### src/rtl/fixed_point_pkg.sv
// Shared constants and types for the integer-ratio to decimal fixed-point converter.
package fixed_point_pkg;

  localparam int FRAC_DIGITS = 5;
  localparam int FRAC_SCALE  = 100000;
  localparam int FX_X_MAX    = 511;
  localparam int FX_Y_MAX    = 99999;
  localparam int DIGIT_W     = 4;

  typedef enum logic [1:0] {
    ST_IDLE = 2'd0,
    ST_INT  = 2'd1,
    ST_FRAC = 2'd2,
    ST_DONE = 2'd3
  } state_e;

  typedef struct packed {
    logic neg;
    logic div_zero;
    logic sat;
  } fx_flags_t;

endpackage

### src/rtl/decimal_digit_step.sv
// One decimal long-division step: digit = floor(10*rem / den), remainder updated.
module decimal_digit_step #(
  parameter int MAG_W = 22
) (
  input  logic [MAG_W-1:0] rem,
  input  logic [MAG_W-1:0] den_mag,
  output logic [3:0]       digit,
  output logic [MAG_W-1:0] rem_next
);
  import fixed_point_pkg::*;

  localparam int T_W = MAG_W + 3;

  logic [T_W-1:0]     t;
  logic [T_W-1:0]     acc;
  logic [T_W-1:0]     mult;
  logic [DIGIT_W-1:0] dig;

  // rem < den, so 10*rem < 10*den and the greedy 8/4/2/1 search never exceeds 9
  always_comb begin
    t    = (T_W'(rem) << 3) + (T_W'(rem) << 1);
    acc  = t;
    dig  = '0;
    mult = '0;
    for (int k = 3; k >= 0; k--) begin
      mult = T_W'(den_mag) << k;
      if (acc >= mult) begin
        acc    = acc - mult;
        dig[k] = 1'b1;
      end
    end
    digit    = dig;
    rem_next = MAG_W'(acc);
  end

endmodule

### src/rtl/int_ratio_to_fixed_point.sv
// Multi-cycle num/den -> (fixed_X, fixed_Y) converter: binary integer quotient, then decimal digits.
// Build option: define ROUND_HALF_UP_EN to compute one extra digit and round the fraction half-up.
module int_ratio_to_fixed_point #(
  parameter int INT_W       = 21,
  parameter int X_W         = 10,
  parameter int Y_W         = 18,
  parameter int FRAC_DIGITS = 5
) (
  input  logic             clock,
  input  logic             reset,
  input  logic             in_valid,
  output logic             in_ready,
  input  logic [INT_W-1:0] num,
  input  logic [INT_W-1:0] den,
  output logic             out_valid,
  input  logic             out_ready,
  output logic [X_W-1:0]   fixed_X,
  output logic [Y_W-1:0]   fixed_Y,
  output logic             neg,
  output logic             div_zero,
  output logic             sat
);
  import fixed_point_pkg::*;

  localparam int M     = INT_W + 1;
  localparam int CNT_W = $clog2(INT_W);
`ifdef ROUND_HALF_UP_EN
  localparam int FRAC_CYC = FRAC_DIGITS + 1;
`else
  localparam int FRAC_CYC = FRAC_DIGITS;
`endif
  localparam logic [INT_W-1:0] Q_MAX = INT_W'(FX_X_MAX);

  state_e           state_q, state_d;
  logic [M-1:0]     den_q, rem_q;
  logic [INT_W-1:0] quo_q;
  logic [Y_W-1:0]   y_q;
  logic [CNT_W-1:0] cnt_q;
  logic             sign_q;
  fx_flags_t        flags_q, flags_d;

  logic [M-1:0]     num_ext, den_ext, num_mag, den_mag;
  logic [M-1:0]     rem_sh, rem_nxt, rem_dig;
  logic [INT_W-1:0] quo_nxt;
  logic [3:0]       digit;
  logic [Y_W-1:0]   y_acc;

  logic             load_out, fin_div0, fin_sat;
  logic [INT_W-1:0] fin_q;
  logic [Y_W-1:0]   fin_y;
  logic [X_W-1:0]   x_d;
  logic [Y_W-1:0]   y_d;

  // One extra bit of magnitude so -2^(INT_W-1) is representable
  always_comb begin
    num_ext = {num[INT_W-1], num};
    den_ext = {den[INT_W-1], den};
    num_mag = num[INT_W-1] ? (~num_ext + M'(1)) : num_ext;
    den_mag = den[INT_W-1] ? (~den_ext + M'(1)) : den_ext;
  end

  // Restoring shift-subtract; quo_q holds the dividend and fills with quotient bits
  always_comb begin
    rem_sh = {rem_q[M-2:0], quo_q[INT_W-1]};
    if (rem_sh >= den_q) begin
      rem_nxt = rem_sh - den_q;
      quo_nxt = {quo_q[INT_W-2:0], 1'b1};
    end else begin
      rem_nxt = rem_sh;
      quo_nxt = {quo_q[INT_W-2:0], 1'b0};
    end
  end

  decimal_digit_step #(.MAG_W(M)) u_digit (
    .rem      (rem_q),
    .den_mag  (den_q),
    .digit    (digit),
    .rem_next (rem_dig)
  );

  always_comb y_acc = (y_q * Y_W'(10)) + Y_W'(digit);

  always_comb begin
    state_d  = state_q;
    load_out = 1'b0;
    fin_q    = quo_q;
    fin_y    = y_acc;
    fin_div0 = 1'b0;
    unique case (state_q)
      ST_IDLE: begin
        if (in_valid) begin
          if (den == '0) begin
            state_d  = ST_DONE;
            load_out = 1'b1;
            fin_div0 = 1'b1;
          end else begin
            state_d = ST_INT;
          end
        end
      end
      ST_INT: begin
        if (cnt_q == '0) begin
          if (quo_nxt > Q_MAX) begin
            state_d  = ST_DONE;
            load_out = 1'b1;
            fin_q    = quo_nxt;
          end else begin
            state_d = ST_FRAC;
          end
        end
      end
      ST_FRAC: begin
        if (cnt_q == '0) begin
          state_d  = ST_DONE;
          load_out = 1'b1;
`ifdef ROUND_HALF_UP_EN
          // Last digit is only a rounding digit; a fraction carry bumps the integer part
          fin_y = y_q + Y_W'(digit >= 4'd5);
          if (fin_y == Y_W'(FRAC_SCALE)) begin
            fin_y = '0;
            fin_q = quo_q + INT_W'(1);
          end
`endif
        end
      end
      ST_DONE: begin
        if (out_ready) state_d = ST_IDLE;
      end
      default: state_d = ST_IDLE;
    endcase
  end

  always_comb begin
    fin_sat = (fin_q > Q_MAX);
    flags_d = '0;
    x_d     = '0;
    y_d     = fin_y;
    if (fin_div0) begin
      x_d              = X_W'(FX_X_MAX);
      y_d              = Y_W'(FX_Y_MAX);
      flags_d.div_zero = 1'b1;
    end else if (fin_sat) begin
      x_d         = sign_q ? (X_W'(0) - X_W'(FX_X_MAX)) : X_W'(FX_X_MAX);
      y_d         = Y_W'(FX_Y_MAX);
      flags_d.sat = 1'b1;
      flags_d.neg = sign_q;
    end else begin
      x_d         = sign_q ? (X_W'(0) - X_W'(fin_q)) : X_W'(fin_q);
      flags_d.neg = sign_q && ((fin_q != '0) || (fin_y != '0));
    end
  end

  always_ff @(posedge clock) begin
    if (reset) state_q <= ST_IDLE;
    else       state_q <= state_d;
  end

  always_ff @(posedge clock) begin
    if (reset) begin
      den_q   <= '0;
      rem_q   <= '0;
      quo_q   <= '0;
      y_q     <= '0;
      cnt_q   <= '0;
      sign_q  <= 1'b0;
      fixed_X <= '0;
      fixed_Y <= '0;
      flags_q <= '0;
    end else begin
      unique case (state_q)
        ST_IDLE: begin
          if (in_valid) begin
            den_q  <= den_mag;
            quo_q  <= INT_W'(num_mag);
            rem_q  <= '0;
            y_q    <= '0;
            cnt_q  <= CNT_W'(INT_W - 1);
            sign_q <= num[INT_W-1] ^ den[INT_W-1];
          end
        end
        ST_INT: begin
          rem_q <= rem_nxt;
          quo_q <= quo_nxt;
          cnt_q <= (cnt_q == '0) ? CNT_W'(FRAC_CYC - 1) : cnt_q - CNT_W'(1);
        end
        ST_FRAC: begin
          rem_q <= rem_dig;
          y_q   <= y_acc;
          cnt_q <= cnt_q - CNT_W'(1);
        end
        default: ;
      endcase
      if (load_out) begin
        fixed_X <= x_d;
        fixed_Y <= y_d;
        flags_q <= flags_d;
      end
    end
  end

  assign in_ready  = (state_q == ST_IDLE);
  assign out_valid = (state_q == ST_DONE);
  assign neg       = flags_q.neg;
  assign div_zero  = flags_q.div_zero;
  assign sat       = flags_q.sat;

endmodule
### config.mk
export PLATFORM = sky130hd
export DESIGN_NAME = int_ratio_to_fixed_point
export DESIGN_NICKNAME = d
export VERILOG_FILES = /design/src/rtl/fixed_point_pkg.sv /design/src/rtl/decimal_digit_step.sv /design/src/rtl/int_ratio_to_fixed_point.sv
export SDC_FILE = /design/constraint.sdc
export NUM_CORES = 1
export LEC_CHECK = 0
export CAP_MARGIN = 20
export CELL_PAD_IN_SITES_DETAIL_PLACEMENT = 1
export CELL_PAD_IN_SITES_GLOBAL_PLACEMENT = 2
export CORE_ASPECT_RATIO = 0.7
export CORE_UTILIZATION = 37
export CTS_CLUSTER_DIAMETER = 40
export DETAILED_ROUTE_END_ITERATION = 12
export PLACE_DENSITY_LB_ADDON = 0.1
export SYNTH_ARGS = -nofsm -noshare
export SYNTH_HDL_FRONTEND = slang
export SYNTH_SLANG_ARGS = --single-unit
export TNS_END_PERCENT = 5
### constraint.sdc
create_clock -name clock -period 16 [get_ports clock]
set_input_delay 3.2 -clock clock [delete_from_list [all_inputs] [get_ports clock]]
set_output_delay 3.2 -clock clock [all_outputs]
set_load 0.03 [all_outputs]
==> summary.txt <==
Synthesis
  • Mux contribution to synthesized area: 0.0596
  • Ys Warns: 0
  • Syn avg cell area: 7.46 µm²
  • Compound-Gate Fraction of Synth Area: 0.274
  • Post-Syn Nets: 2235
  • Synthesized area: 15000 µm²
  • Async set-reset flop share out of synthesis: 0
  • Synth Area in Adders: 0.152
  • Yosys reg bits: 121
  • Syn Inst Count: 2011
  • Largest family of logic cells by synthesized area: compound AO/OA/AOI/OAI gates
  • Xor-xnor portion of the synthesized cell area: 0.100
  • Sequential-to-total area share from yosys stat: 0.161
  • Post-synth top flop: dfxtp_1
  • Post-synthesis simple-gate area fraction: 0.211
  • Number of flops mapped to enable cells by yosys: 0
  • Yosys cell types: 93

Timing
  • Setup Skew: 0.00822 ns
  • Final Max Slew Viols: 0
  • Final setup violation count: 0
  • Max-slew headroom: 0.265
  • Post-layout min period: 14.80 ns
  • Worst hold slack: 0.459 ns
  • Setup TNS: 0 ns
  • RSZ-0062 raised after global routing: no
  • Hold Vio Cnt, Final: 0
  • F_max: 0.0676 GHz
  • Measured slew at the worst slew-check pin: 1.09 ns
  • Fin crit share: 0.925

Status
  • Status: complete, no violations

CTS
  • CTS Root Cell: clkbuf_16
  • CTS tree: built
  • Hold buffer count at CTS: 0
  • Number of CTS-inserted buffers: 17
  • Clock Latency Late Sink: 0.44 ns
  • CTS clock-pin slew for the worst setup and hold paths: 0.06 ns
  • # H-tree levels: 4
  • CTS Buffer Depth: 2
  • CTS Sinks: 121

Finish
  • Layout area overhead: 13.7%
  • Ratio of cells with drive above 1 in the final layout: 0.0756
  • # fillers: 4936
  • # nets final: 2288
  • Final core utilization: 0.428

Floorplan
  • Die X: 243 µm
  • Initial core utilization: 0.377
  • Core Region: 39800 µm²
  • Total die area: 41400 µm²
  • IO Pins: 79
  • # rows: 61
  • Die H: 170 µm

Setup path
  • Crit path largest cell delay: 0.56 ns
  • Crit path capture type: flop
  • CP arrival: 15.10 ns
  • Crit-path slowest cell: or4b_4
  • Worst Setup Path Type: flop to flop
  • CP Data Required Time: 16.31 ns
  • Worst reg2reg path depth: 53
  • Top cell by count, worst path: a21oi_1
  • Setup crit start kind: flop
  • Crit-path max FO: 23

GRT
  • Grt ovf: 0
  • All-Layer GR Usage: 0.293
  • First-pass GRT wire length: 92700 µm
  • Vias in the first global route: 15200
  • Pin count of the biggest net entering global routing: 62
  • Initial antenna violation count: 6

Drt
  • Post-route ant nets: 0
  • Initial DRC count: 1052
  • DR pass1 iterations: 5
  • Drt total wl: 61500 µm
  • Via Count: 15600
  • DR WL/cell: 23.5 µm
  • Drt drc: 0
  • Routed vias/inst: 5.97

Job
  • Max-cap violations: 0

Placed design
  • DPL Wire Length: 48500 µm
  • PortBufs: 78
  • GP Congestion: 0.939

Hold path
  • Worst Hold Class: flop to flop
  • Hold Path Cell Cnt: 2
## kinds of logic (layout without fill, tap and decap cells)
| kind of cell | after synthesis | after routing |
|---|---|---|
| buf+inv | 159 | 224 |
| flops | 121 | 121 |
| xor+xnor | 172 | 172 |
| simple gates | 661 | 661 |
| fa+ha+maj | 178 | 178 |
| compound gates | 637 | 638 |
| other cells | 0 | 5 |
| mux | 83 | 83 |
## cell type report
class                      count  area [µm²]  area share
timing repair buffer         112        1050      0.0616
sequential                   121        2420       0.142
tap                          535         669      0.0392
clock buffer                  18         439      0.0258
antenna                        5        12.5    0.000734
inverter                      80         303      0.0178
clock inverter                14         174      0.0102
multi-input combinational   1732       12000       0.703
## metrics by stage
step                setup slack, ns  cell area, µm²  std cells
floorplan                      3.66           15000       2011
global placement               1.08           16400       2574
detailed placement            0.607           16400       2574
CTS                           0.578           17000       2606
global route                 0.0979           17000       2612
finish                         1.20           17100       2617
## cells in the mapped netlist (all sizes together) (5+ instances only)
library cell	count	area [µm²]
a211o	6	52.6
a211oi	56	425
a21boi	9	67.6
a21o	51	383
a21oi	185	941
a221oi	6	52.6
a22oi	26	200
a31oi	11	68.8
and2	13	81.3
and3	8	50.1
and4	9	78.8
buf	13	67.6
clkbuf	66	248
dfxtp	121	2420
fa	8	160
ha	170	2130
inv	80	303
mux2	48	544
mux2i	35	350
nand2	213	807
nand2b	19	119
nand3	45	225
nand3b	5	37.5
nand4	29	188
nor2	194	731
nor2b	25	156
nor3	35	191
nor3b	6	45.0
nor4	7	58.8
o211ai	29	218
o21a	31	233
o21ai	134	674
o21bai	18	135
o31a	7	61.3
o31ai	16	120
o41ai	6	52.6
or2	12	75.1
or3	28	200
or3b	5	43.8
xnor2	84	736
xor2	88	771
## worst paths after layout
path / from / endpoint / slack, ns
setup / recovery: rem_q[0] / rem_q[8] / 1.20
hold / removal: div_zero / div_zero / 0.46
setup reg to reg: rem_q[0] / rem_q[8] / 1.20
hold reg to reg: div_zero / div_zero / 0.46
## critical path: cells and delay by family, from the launching register on
family,cells,cell delay [ns]
compound gates,26,6.86
xor+xnor,1,0.16
fa+ha+maj,6,2.05
buf+inv,3,0.70
flops,1,0.36
mux,4,1.39
simple gates,13,3.10
## flip-flops by register name, summed over array words and instances (netlist names)
signal,count
neg,1
fixed_Y,18
y_q,17
sign_q,1
fixed_X,10
cnt_q,5
state_q,2
rem_q,22
den_q,22
quo_q,21
sat,1
div_zero,1
## placed cells by master (no fill, tap or decap), types with 9 or more instances in the layout
| master | netlist | layout |
|---|---|---|
| o21bai_1 | 18 | 18 |
| nand2b_1 | 19 | 19 |
| a31oi_1 | 11 | 11 |
| a21oi_1 | 183 | 183 |
| or2_2 | 11 | 11 |
| nor2_1 | 193 | 193 |
| xnor2_1 | 84 | 84 |
| xor2_1 | 88 | 88 |
| o21ai_0 | 132 | 131 |
| nand2_1 | 212 | 210 |
| dfxtp_1 | 121 | 121 |
| o21a_1 | 31 | 31 |
| nor3_1 | 33 | 33 |
| mux2_2 | 47 | 47 |
| mux2i_1 | 35 | 35 |
| a211oi_1 | 55 | 55 |
| ha_1 | 170 | 170 |
| clkdlybuf4s50_1 | 0 | 77 |
| buf_4 | 0 | 32 |
| a22oi_1 | 25 | 25 |
| nand3_1 | 45 | 45 |
| o31ai_1 | 16 | 16 |
| or3_1 | 23 | 23 |
| nand4_1 | 28 | 28 |
| and4_1 | 9 | 9 |
| and2_1 | 13 | 13 |
| inv_1 | 79 | 79 |
| o211ai_1 | 29 | 29 |
| clkbuf_16 | 0 | 17 |
| nor2b_1 | 25 | 25 |
| a21o_1 | 51 | 51 |
## per-layer routing
| layer | vias to the layer above | GRT usage | part of all wire | routed length [µm] |
|---|---|---|---|---|
| met4 | 0 | 0.0697 | 0.017 | 1020 |
| met1 | 7661 | 0.440 | 0.52 | 31800 |
| met3 | 70 | 0.0875 | 0.080 | 4930 |
| li1 | 7475 | - | - | - |
| met2 | 417 | 0.396 | 0.39 | 23700 |
| met5 | - | 0 | 0 | 0 |
## timing repair
| item | CTS | global route |
|---|---|---|
| setup buffers | 0 | 3 |
| gates resized for setup | 0 | 4 |
| setup endpoints to repair | 0 | 25 |
Power is left out: the tool's default activity adds up to more than one toggle a clock period on the data nets, which glitch-free logic cannot reach.
